File: config.mk
export PLATFORM = sky130hd
export DESIGN_NAME = ascon_aead_seq
export DESIGN_NICKNAME = d
export VERILOG_FILES = /design/src/rtl/ascon_aead_seq.sv
export SDC_FILE = /design/constraint.sdc
export NUM_CORES = 2
export LEC_CHECK = 0
export BUFFER_PORTS_ARGS = -buffer_cell sky130_fd_sc_hd__clkbuf_2
export CAP_MARGIN = 20
export CORE_AREA = 4 4 476 478
export CTS_BUF_LIST = sky130_fd_sc_hd__clkbuf_8
export DETAILED_ROUTE_END_ITERATION = 6
export DIE_AREA = 0 0 480 482
export PLACE_DENSITY = 0.46
export SKIP_LAST_GASP = 1
export SYNTH_ARGS = -nofsm -noshare
export SYNTH_HDL_FRONTEND = slang
export SYNTH_SLANG_ARGS = --single-unit
File: constraint.sdc
create_clock -name clk -period 2.3 [get_ports clk]
set_input_delay 0.115 -clock clk [delete_from_list [all_inputs] [get_ports clk]]
set_output_delay 0.115 -clock clk [all_outputs]
set_load 0.02 [all_outputs]
File: src/rtl/ascon_aead_seq.sv
// ascon_aead_seq: ASCON-128 encryption sequencer driving an external single-round permutation core.
// Holds the 320-bit state and steps one round per clock through init, AD, plaintext and finalization.
module ascon_aead_seq #(
    parameter logic [63:0] IV       = 64'h80400C0600000000,
    parameter int          A_ROUNDS = 12,
    parameter int          B_ROUNDS = 6,
    parameter int          CNT_W    = 4
) (
    input  logic             clk,
    input  logic             rst_n,
    input  logic             start,
    input  logic [127:0]     key,
    input  logic [127:0]     nonce,
    input  logic [CNT_W-1:0] ad_cnt,
    input  logic [CNT_W-1:0] pt_cnt,
    input  logic             ad_valid,
    input  logic [63:0]      ad_data,
    output logic             ad_ready,
    input  logic             pt_valid,
    input  logic [63:0]      pt_data,
    output logic             pt_ready,
    output logic             ct_valid,
    output logic [63:0]      ct_data,
    output logic [127:0]     tag,
    output logic             done,
    output logic             busy,
    output logic [319:0]     perm_state_o,
    output logic [3:0]       perm_round_o,
    input  logic [319:0]     perm_state_i
);
    localparam logic [3:0] R_LAST = 4'(A_ROUNDS - 1);
    localparam logic [3:0] R_B    = 4'(A_ROUNDS - B_ROUNDS);

    typedef enum logic [2:0] {IDLE, INIT, AD_WAIT, AD_PERM, PT_WAIT, PT_PERM, FINAL} state_t;

    state_t             state, state_n;
    logic [319:0]       x, x_n;
    logic [127:0]       key_q, key_n, tag_n;
    logic [CNT_W-1:0]   ad_left, ad_n, pt_left, pt_n;
    logic [3:0]         r, r_n;
    logic [63:0]        ct_n;
    logic               ct_v_n, done_n, last, ad_end;

    assign ad_ready     = state == AD_WAIT;
    assign pt_ready     = state == PT_WAIT;
    assign busy         = state != IDLE;
    assign perm_state_o = x;
    assign perm_round_o = r;
    assign last         = r == R_LAST;
    assign ad_end       = ad_left == '0;

    always_ff @(posedge clk or negedge rst_n) begin
        if (!rst_n) begin
            state    <= IDLE;
            x        <= '0;
            key_q    <= '0;
            ad_left  <= '0;
            pt_left  <= '0;
            r        <= '0;
            ct_valid <= 1'b0;
            ct_data  <= '0;
            tag      <= '0;
            done     <= 1'b0;
        end else begin
            state    <= state_n;
            x        <= x_n;
            key_q    <= key_n;
            ad_left  <= ad_n;
            pt_left  <= pt_n;
            r        <= r_n;
            ct_valid <= ct_v_n;
            ct_data  <= ct_n;
            tag      <= tag_n;
            done     <= done_n;
        end
    end

    always_comb begin
        state_n = state;
        x_n     = x;
        key_n   = key_q;
        ad_n    = ad_left;
        pt_n    = pt_left;
        r_n     = r;
        ct_v_n  = 1'b0;
        ct_n    = ct_data;
        tag_n   = tag;
        done_n  = 1'b0;
        case (state)
            IDLE: if (start && pt_cnt != '0) begin
                x_n     = {IV, key, nonce};
                key_n   = key;
                ad_n    = ad_cnt;
                pt_n    = pt_cnt;
                r_n     = '0;
                state_n = INIT;
            end
            INIT: begin
                x_n = perm_state_i;
                r_n = r + 4'd1;
                if (last) begin
                    // key mix-in, plus domain separation when there is no AD at all
                    x_n[127:0] = perm_state_i[127:0] ^ key_q ^ {127'd0, ad_end};
                    r_n        = '0;
                    state_n    = ad_end ? PT_WAIT : AD_WAIT;
                end
            end
            AD_WAIT: if (ad_valid) begin
                x_n[319:256] = x[319:256] ^ ad_data;
                ad_n         = ad_left - CNT_W'(1);
                r_n          = R_B;
                state_n      = AD_PERM;
            end
            AD_PERM: begin
                x_n = perm_state_i;
                r_n = r + 4'd1;
                if (last) begin
                    x_n[0]  = perm_state_i[0] ^ ad_end;
                    r_n     = '0;
                    state_n = ad_end ? PT_WAIT : AD_WAIT;
                end
            end
            PT_WAIT: if (pt_valid) begin
                x_n[319:256] = x[319:256] ^ pt_data;
                ct_v_n       = 1'b1;
                ct_n         = x[319:256] ^ pt_data;
                pt_n         = pt_left - CNT_W'(1);
                r_n          = R_B;
                state_n      = PT_PERM;
                if (pt_left == CNT_W'(1)) begin
                    x_n[255:128] = x[255:128] ^ key_q;
                    r_n          = '0;
                    state_n      = FINAL;
                end
            end
            PT_PERM: begin
                x_n     = perm_state_i;
                r_n     = last ? 4'd0 : r + 4'd1;
                state_n = last ? PT_WAIT : PT_PERM;
            end
            FINAL: begin
                x_n = perm_state_i;
                r_n = r + 4'd1;
                if (last) begin
                    tag_n   = perm_state_i[127:0] ^ key_q;
                    done_n  = 1'b1;
                    r_n     = '0;
                    state_n = IDLE;
                end
            end
            default: state_n = IDLE;
        endcase
    end
endmodule

==> out/results.tsv <==
metric	value	unit
status	finished, violations left	
failing checks	DRC, setup timing	
Final #Nets	7028	
via count	45500	
Post-synth EDFFs	0	
syn_area_per_cell	9.37	sq um
HP Class	input port to flip-flop	
initial drt markers	4214	
clock slew seen by the registers of the worst setup and hold paths	0.06	ns
die width	480	um
pwr/cell area	1220	mW/mm^2
Area Growth Syn to Fin	78.3	%
Yosys reg bits	657	
Setup violations, final	65	
Fin. Hold Viols	0	
Yosys cell types	65	
Site Rows	173	
Cells after Synth	3837	
DRC	6	
I/O Pins	1238	
first-pass GRT wire length	347000	um
clk buf depth	3	
Placement Setup Slack	-0.0601	ns
endpoint class of the critical path	flip-flop	
final period utilization	106	%
Syn. warnings	0	
fraction of registers with async set/reset	100	%
leakage	28.5	nW
hold_ws	0.111	ns
Worst EP arrival	3.21	ns
Die H	482	um
via density per instance	4.83	
Slew @ Worst Pin	0.944	ns
hpwl dp	186000	um
most frequent cells in the layout	clkbuf_2, dlygate4sd3_1, dfrtp_1	
VDD IR-drop max	0.713	mV
crit path max fanout	8	
Port-buffer cells	1237	
vias in the first global route	45300	
Mapped Nets	4558	
RSZ-0062 raised after global routing	yes	
largest area contributor in the synthesized netlist	dfrtp_1	
Root Buffer	clkbuf_8	
critical path class	flip-flop to flip-flop	
Relative slew margins	36.6	%
Post-Syn Area	0.0359	sq mm
Final Skew	0.0689	ns
Startpoint Class	flip-flop	
Final min period	2.44	ns
CTS buffer count	137	
Synth Flop Type	dfrtp_1	
fmax	409	MHz
WL per Instance	28.4	um
fin. max-slew vios	0	
H-tree levels	4	
clock sinks	657	
Seq/Total Area, Yosys	45.7	%
CTS tree	built	
final worst slack	-0.142	ns
share of cells above drive strength 1	33.0	%
Total Die Area	0.231	sq mm
initial antenna violation count	62	
post-route ant nets	0	
worst path required time	3.07	ns
Clock Latency Late Sink	0.91	ns
Max-Cap Viols	0	
top cells by area, synth	dfrtp_1, nand2_1, a32oi_1	
starting density of the core	16.2	%
commonest non-fill, non-tap cell in the layout	clkbuf_2	
GP Congestion	0.941	
CORE AREA	0.222	sq mm
Yosys top cell area share	45.7	%
total negative setup slack	-2.38	ns
largest net degree at the start of global routing	81	
grt ovf	0	
total wire length	267000	um
drt pass-1 iters	7	
Tot GR Track Use	20.8	%
==> through the flow <==
step	utilization [%]	area [sq um]	total power [mW]	instances
final	28.9	64100	78.2	9429
after global routing	28.8	64000	81.8	9402
after CTS	27.7	61400	73.5	9268
after detailed placement	21.5	47800	57.6	7984
after global placement	21.5	47800	57.0	7984
after floorplan	-	35900	39.3	3837
==> repair_timing <==
item                        CTS  global route
gates cloned                 11            45
hold endpoints to repair   1312             0
buffers inserted             39            74
pin swaps                    10           118
setup endpoints to repair    45           372
hold buffers               1001             0
gates resized for setup      32           245
==> flip-flops by register name, indices dropped and copies added, names as in the netlist <==
signal        count
ct_data          64
ct_valid          1
done              1
perm_round_o      4
key_q           128
ad_left           4
perm_state_o    320
tag             128
state             3
pt_left           4
==> critical path, cell delays in order, from the launching register on <==
cell and delay (ns):
dfrtp_4 0.48, buf_6 0.14, buf_8 0.13, buf_6 0.11, a21boi_4 0.19, buf_6 0.13, nor2_4 0.05, buf_12 0.16
buf_16 0.15, buf_12 0.14, buf_12 0.12, clkbuf_16 0.17, a21oi_1 0.22, a21oi_2 0.08
==> layout make-up <==
| type | instances | area [sq um] |
|---|---|---|
| Tap cell | 2975 | 3720 |
| Multi-Input combinational cell | 2654 | 18000 |
| Timing Repair Buffer | 2676 | 22300 |
| Fill cell | 23400 | 158000 |
| Inverter | 181 | 697 |
| Clock buffer | 173 | 2380 |
| Antenna cell | 48 | 120 |
| Clock inverter | 65 | 359 |
| Sequential cell | 657 | 16400 |
==> metal layers <==
| metal | up-vias | routed length [um] | GRT usage [%] |
|---|---|---|---|
| met2 | 2693 | 121000 | 33.7 |
| met3 | 658 | 23200 | 5.74 |
| met1 | 22700 | 107000 | 25.0 |
| met5 | - | 147 | 0 |
| li1 | 19400 | - | - |
| met4 | 22 | 16300 | 11.1 |
==> path summary, 6_finish.rpt <==
check | endpoint | slack, ns | from | cells past startpoint
min | perm_state_o[40] | 0.11 | nonce[40] | 4
max | perm_state_o[84] | -0.14 | state[1] | 13
max reg2reg | perm_state_o[84] | -0.14 | state[1] | 13
min reg2reg | tag[49] | 0.48 | tag[49] | 2
max in group asynchronous | tag[31] | 1.59 | rst_n | 3
min in group asynchronous | perm_round_o[3] | 0.24 | rst_n | 3
==> power breakdown <==
group | leakage (nW) | switching (mW) | internal [mW]
sequential | 7.55 | 6.22 | 16.5
combinational | 19.4 | 25.3 | 17.1
clock | 1.56 | 6.13 | 6.88
==> cells in the mapped netlist, types with 3 or more instances <==
cell / n
xnor2_1: 193
clkbuf_1: 213
o31ai_1: 3
nor2_1: 195
nand3_1: 5
or2_2: 3
a31oi_1: 118
o21a_1: 13
o22a_1: 6
dfrtp_1: 657
a221oi_1: 7
or3b_2: 3
a211oi_1: 15
xor2_1: 22
ha_1: 4
o21ai_0: 305
and2_0: 6
buf_2: 118
nor3b_1: 3
o221ai_1: 60
a21oi_1: 241
o2bb2ai_1: 59
a32oi_1: 213
mux2_2: 108
nor2b_1: 4
a32o_1: 107
or3_1: 34
a311o_1: 83
nor3_1: 7
and3_1: 17
inv_1: 180
o211ai_1: 30
buf_1: 14
nand2_1: 573
a221o_1: 58
mux2i_1: 24
a22oi_1: 58
nand2b_1: 4
o32a_1: 20
a222oi_1: 22
==> cells by family after synthesis <==
| family | share of synthesized area, % |
|---|---|
| compound gates | 29.1 |
| simple gates | 9.77 |
| flops | 45.7 |
| buf+inv | 5.93 |
| xor+xnor | 5.24 |
| mux | 4.05 |
| fa+ha+maj | 0.139 |
(Power assumes the default switching activity.)
